[src/rtl/gate_logic_pipe.sv]
// Single-stage valid/ready pipeline that applies a bitwise gate operation to two
// operands and counts completed output transfers.
module gate_logic_pipe #(
    parameter int WIDTH = 8,
    parameter int CNT_W = 16
) (
    input  logic             clk,
    input  logic             rst,
    input  logic [WIDTH-1:0] a,
    input  logic [WIDTH-1:0] b,
    input  logic [2:0]       op,
    input  logic             in_valid,
    output logic             in_ready,
    output logic [WIDTH-1:0] c,
    output logic             out_valid,
    input  logic             out_ready,
    output logic [CNT_W-1:0] xfer_cnt
);

    typedef enum logic {
        EMPTY = 1'b0,
        FULL  = 1'b1
    } state_e;

    state_e           state_q;
    logic [WIDTH-1:0] c_q;
    logic [WIDTH-1:0] result_d;
    logic [CNT_W-1:0] cnt_q;
    logic             accept;
    logic             drain;

    assign out_valid = (state_q == FULL);
    assign in_ready  = !out_valid || out_ready;
    assign accept    = in_valid && in_ready;
    assign drain     = out_valid && out_ready;
    assign c         = c_q;
    assign xfer_cnt  = cnt_q;

    always_comb begin
        // NOTE: assign a default before the case so every path drives result_d and no latch is inferred.
        result_d = '0;
        case (op)
            3'd0: result_d = a & b;
            3'd1: result_d = a | b;
            3'd2: result_d = a ^ b;
            3'd3: result_d = ~(a & b);
            3'd4: result_d = ~(a | b);
            3'd5: result_d = ~(a ^ b);
            3'd6: result_d[0] = &a;
            3'd7: result_d[0] = |a;
            default: result_d = '0;
        endcase
    end

    // NOTE: reset is synchronous and wins over accept/drain; all state uses non-blocking assignments.
    always_ff @(posedge clk) begin
        if (rst) begin
            state_q <= EMPTY;
            c_q     <= '0;
            cnt_q   <= '0;
        end else begin
            if (accept) begin
                c_q <= result_d;
            end
            if (drain) begin
                cnt_q <= cnt_q + CNT_W'(1);
            end
            case (state_q)
                EMPTY: if (accept) state_q <= FULL;
                FULL:  if (drain && !accept) state_q <= EMPTY;
                default: state_q <= EMPTY;
            endcase
        end
    end

endmodule
[config.mk]
export PLATFORM = sky130hd
export DESIGN_NAME = gate_logic_pipe
export DESIGN_NICKNAME = d
export VERILOG_FILES = /design/src/rtl/gate_logic_pipe.sv
export SDC_FILE = /design/constraint.sdc
export NUM_CORES = 1
export LEC_CHECK = 0
export CORE_MARGIN = 8
export CORE_UTILIZATION = 49
export DETAILED_ROUTE_END_ITERATION = 10
export PLACE_DENSITY_LB_ADDON = 0.15
export SLEW_MARGIN = 0
export SYNTH_ARGS = -nofsm -noshare
export SYNTH_HDL_FRONTEND = slang
export SYNTH_SLANG_ARGS = --single-unit
export TNS_END_PERCENT = 1
[constraint.sdc]
create_clock -name clk -period 1.87 [get_ports clk]
set_input_delay 0.187 -clock clk [delete_from_list [all_inputs] [get_ports clk]]
set_output_delay 0.187 -clock clk [all_outputs]
set_load 0.005 [all_outputs]
# == After elaboration in Yosys (flattened, before gate mapping) ==
# Cells that the tools add are included.
# totals
regBits,25
latchBits,0
ram_bits,0
romBits,0
in_bits,23
word_cells,32
mem_count,0
# op_classes
addsub,1
n_mul,0
div_mod_pow,0
magnitude_cmp,0
eq_ne,7
shifts,0
n_mux,5
n_bitwise,7
reduce_logical,9
# op_table
cell,count
$pmux W7 S6,1
$not A8 Y8,3
$add A16 B1 Y16 const B,1
$eq A3 B3 Y1 const B,4
$and A8 B8 Y8,1
$or A8 B8 Y8,1
$pmux W1 S8,1
$reduce_and A8 Y1,1
$reduce_or A8 Y1,1
$xor A8 B8 Y8,1
$eq A3 B2 Y1 const B,2
$eq A3 B1 Y1 const B,1
$logic_and A1 B1 Y1,3
$logic_not A3 Y1,1
$logic_not A1 Y1,2
$mux W1,2
$pmux W1 S2,1
$logic_or A1 B1 Y1,1
$not A1 Y1,1

# == Logic depth before layout (Yosys ltp) ==
# logic_depth
ltp_word,7
mapped_depth,6
depth_no_buf,6

# == Worst setup path after synthesis ==
# Ideal clock, no wire load.
# synth_path
kind,register to register
from,"register cnt_q[0], in the netlist xfer_cnt[0]"
to,"register cnt_q[12], in the netlist xfer_cnt[12]"
setup_ns,0.116
arrival_ns,1.357
required_time_ns,1.754
setup_slack_ns,0.398
stages_incl_launch_ff,6
path_buffers,0
cell_sequence,dfxtp_1 -> ha_1 -> nand3_1 -> nor4_2 -> a21oi_1 -> a31o_1
# synth_via
elab_chain_len,1
# synth_lines
item,line,rtl
start: declaration,28,logic [CNT_W-1:0] cnt_q;
start signal: assignment,66,cnt_q <= cnt_q + CNT_W'(1);
$add A16 B1 Y16,66,
# Every way passes these cells.
# A chain may end at the register's enable or synchronous reset.

# == Final worst setup path ==
# layout_path
from,input port out_ready
to,output port in_ready
# layout_via
elab_chain_len,1
# layout_lines
item,line,rtl
start: declaration,16,"input logic out_ready,"
$logic_or A1 B1 Y1,33,assign in_ready = !out_valid || out_ready;
end: declaration,13,"output logic in_ready,"
# Every way passes these cells.

==> reports/summary.md <==
In the layout the commonest cells are 48 x sky130_fd_sc_hd__clkdlybuf4s50_1, 27 x sky130_fd_sc_hd__inv_1, 25 x sky130_fd_sc_hd__nor2_1, 25 x sky130_fd_sc_hd__dfxtp_1, 17 x sky130_fd_sc_hd__ha_1. The worst register-to-register path ends at xfer_cnt[10]. The worst slew margin relative to its limit is 66.2%, and the net switching power figure is 0.314 mW. Leaving out fill and tap cells, the most frequent cell in the layout is sky130_fd_sc_hd__clkdlybuf4s50_1. The worst hold path begins at c[6]. The number of fillers in the final layout was 333; the share of power burned in the clock network was 27.0%. Pin placement for this block handled 49 I/O pins.

The run gives 27.0% as the part of the Yosys area used for sequential elements. After layout, the minimum clock period comes to 1700 ps. In the synthesized netlist the dominant register cell turns out to be sky130_fd_sc_hd__dfxtp_1.

The total routed wirelength is 4.18 mm, and the combinational cell fraction of total power is 25.2%. TritonCTS built the clock tree. The initial antenna violation count is 0, and the combined flip-flop and latch cell area is 500 µm².

Share of flip-flops with an asynchronous set or reset: 0%. The horizontal extent of the die was 77.5 µm. The worst setup path is captured at an output port.

The sink count of the clock tree is 25. The tools report the library cell used as clock root buffer as sky130_fd_sc_hd__clkbuf_8. Once layout is done, the placed cells without fillers occupy 0.00247 mm². The count of final setup violators is 0. The floorplan step set the die height to 77.5 µm. The vias after detailed routing is 1,742, and the fraction of final layout cells sized beyond drive strength 1 is 5.96%. Ranked by total cell area, the synthesized netlist is headed by sky130_fd_sc_hd__dfxtp_1 27%, sky130_fd_sc_hd__ha_1 11%, sky130_fd_sc_hd__inv_1 5.5%.

The clock transition at the register clock pins on the worst setup and hold paths after CTS was 90 ps. The logs give 326 for the final-stage net count and 1.01 nW for the static leakage. The run finished with clean final reports. Detailed router's first-iteration violation count: 65. Per report_power, the sequential group accounts for 47.8% of the total. Between clock sinks in the finished design, the worst skew comes to 2.06 ps. Buffer levels on the longest clock path: 2.

The count of buffers added on input and output ports is 48. The logs give 260 ps for the clock insertion delay at the later pin of the skew report and 0.743 for the routability-driven placement congestion ratio. The fmax is 588 MHz. The min-delay analysis places its worst path in the category reg2reg.

Using the TritonRoute via totals, the vias-per-cell ratio works out to 5.23. On the final layout, the worst hold slack is 507 ps. For the required time of the worst setup path, the log shows 1680 ps. The logs give 1510 ps for the data arrival time at the worst-slack endpoint and 7.63 mm for the wire length of the first global-routing pass.

The total area of multi-input combinational cells is 0.00120 mm². The worst register-to-register path has a depth of 6. After synthesis, the netlist uses 48 different library cells. For this run, the detailed router's first-pass iteration total came to 4.

The number of global-route vias before repair is 1,761. The number of synthesized flops with an enable pin came out at 0. The number of max-capacitance violations reported is 0.

Worst flop-to-flop path startpoint: xfer_cnt[0]. Type of the worst setup path: in2out. Summing all placed instances gives a cell area of 0.00243 mm².

The post-CTS setup buffer count is 0, and the half-perimeter wire length after placement is 3.40 mm. The power consumption was 1.17 mW; the share of the synthesized area in the top cell type was 27.0%. The tools report the worst slack after detailed placement as 17.3 ps. For the number of buffers created by CTS, the log shows 3.

Compared with the post-synthesis result, the final layout area differs by 33.4%. The largest net degree at the start of global routing is 42, and the worst-case register-to-register setup slack is 310 ps. Setup repair after global routing left no endpoint under its margin.

0 antenna diodes ended up in the layout. Across all setup checks in the final design, the least slack found is 169 ps. For this design the ratio of total power to cell area is 474 mW/mm². Cells fill 67.5% of the core in the end. The net count after synthesis came out at 275.

The tools report the global route total overflow as 0. The number of hold buffers added after CTS was 0. The synthesized area per cell was 7.89 µm²; the total die area was 0.00601 mm². For the area of the placeable core, the log shows 0.00366 mm². The final-layout setup total negative slack was 0 ps; the number of stages on the worst hold path was 2. Once the clock tree was built, the resizer swapped 0 gates to a different size.

Routed wire length per instance: 12.6 µm. At the pin with the least slew margin, the transition time is 506 ps. Net switching is 26.8% of the power. Count of placed standard cells in the final layout, fillers left out: 333. Including well taps, the total number of placed cells is 329. The post-detailed-route count of antenna-violating nets is 0. The run gives 0 as the count of pins over their slew limit. The initial cell density of the core is 50.6%. The H-tree level count was 1.

STA classifies the critical path startpoint as an input port. The floorplan has 22 rows. For this run, design rule violations remaining after detail routing come to 0.

Across the VDD grid, the largest voltage drop is 268 µV. After synthesis the netlist holds a flip-flop and latch count of 25. Global-route usage over all layers: 14.4%. The worst hold path terminates at c[6].

The largest total area in the synthesized netlist belongs to sky130_fd_sc_hd__dfxtp_1. The logs give 0.00185 mm² for the post-synthesis instance area and 0 for the number of warnings reported in the yosys synthesis log. Of all nets on the critical path, the largest fanout is 6.

In the synthesized netlist, the number of instances is 235. Final number of hold-violating endpoints: 0. The worst path uses 90.9% of the clock period. The internal portion of the total power is 0.859 mW.
## sequential cells by signal, summed over array words and instances, names as in the netlist
name,flops
c,8
xfer_cnt,16
out_valid,1
## worst max path at each step
| stage | startpoint | slack [ps] | cells past startpoint | to |
|---|---|---|---|---|
| 2_1_floorplan | xfer_cnt[0] | 400 | 5 | xfer_cnt[12] |
| 3_5_place_dp | a[0] | 20 | 6 | c[0] |
| 6_report | out_ready | 170 | 3 | in_ready |
| 4_1_cts | out_ready | 160 | 3 | in_ready |
| 5_1_grt | a[0] | 90 | 6 | c[0] |
| 3_3_place_gp | out_ready | 30 | 5 | c[0] |
## routing by layer
metal  part of all wire (%)  track usage (%)
met1                     45             16.8
met2                     50             26.1
met3                    3.8             2.19
met4                   0.96             4.53
met5                      0                0
## worst max-delay path: stages
cell and delay, ps:
sky130_fd_sc_hd__clkdlybuf4s50_1 570, sky130_fd_sc_hd__nand2b_1 220, sky130_fd_sc_hd__clkdlybuf4s50_1 530
## power by group through the flow
stage	Sequential (mW)	Combinational, mW	Clock, mW
2_1_floorplan	0.574	0.160	0
3_3_place_gp	0.573	0.290	0
3_5_place_dp	0.574	0.297	0
4_1_cts	0.561	0.298	0.325
5_1_grt	0.564	0.334	0.341
6_report	0.561	0.296	0.317
## cell type report
type	instances	share of cell area [%]
well taps	48	2.43
repair buffers	57	22.7
inverters	27	4.10
multi-input cells	172	48.7
flip-flops and latches	25	20.2
clock buffers	4	1.82
## cells in the mapped netlist (3+ instances only)
master                     instances
sky130_fd_sc_hd__inv_1            27
sky130_fd_sc_hd__dfxtp_1          25
sky130_fd_sc_hd__nor2_1           25
sky130_fd_sc_hd__ha_1             17
sky130_fd_sc_hd__a21oi_1          16
sky130_fd_sc_hd__nand2_1          14
sky130_fd_sc_hd__nor2b_1          10
sky130_fd_sc_hd__nand2b_1          8
sky130_fd_sc_hd__nand3_1           8
sky130_fd_sc_hd__xnor2_1           8
sky130_fd_sc_hd__nor3_1            7
sky130_fd_sc_hd__clkbuf_1          5
sky130_fd_sc_hd__buf_2             4
sky130_fd_sc_hd__mux2i_1           4
sky130_fd_sc_hd__o211ai_1          4
sky130_fd_sc_hd__nor4_1            3
sky130_fd_sc_hd__o21ai_0           3
## cells by family (layout without fill, tap and decap cells)
logic type	count (synthesis)	after routing	synth area share [%]
AO/OA/AOI/OAI	49	49	18.4
XOR/XNOR	10	10	4.73
adder cells (fa/ha/maj)	17	17	11.5
buffers and inverters	38	88	7.97
flip-flops	25	25	27.0
multiplexers	6	6	3.38
AND/OR/NAND/NOR	90	90	27.1
(Power assumes the default switching activity.)
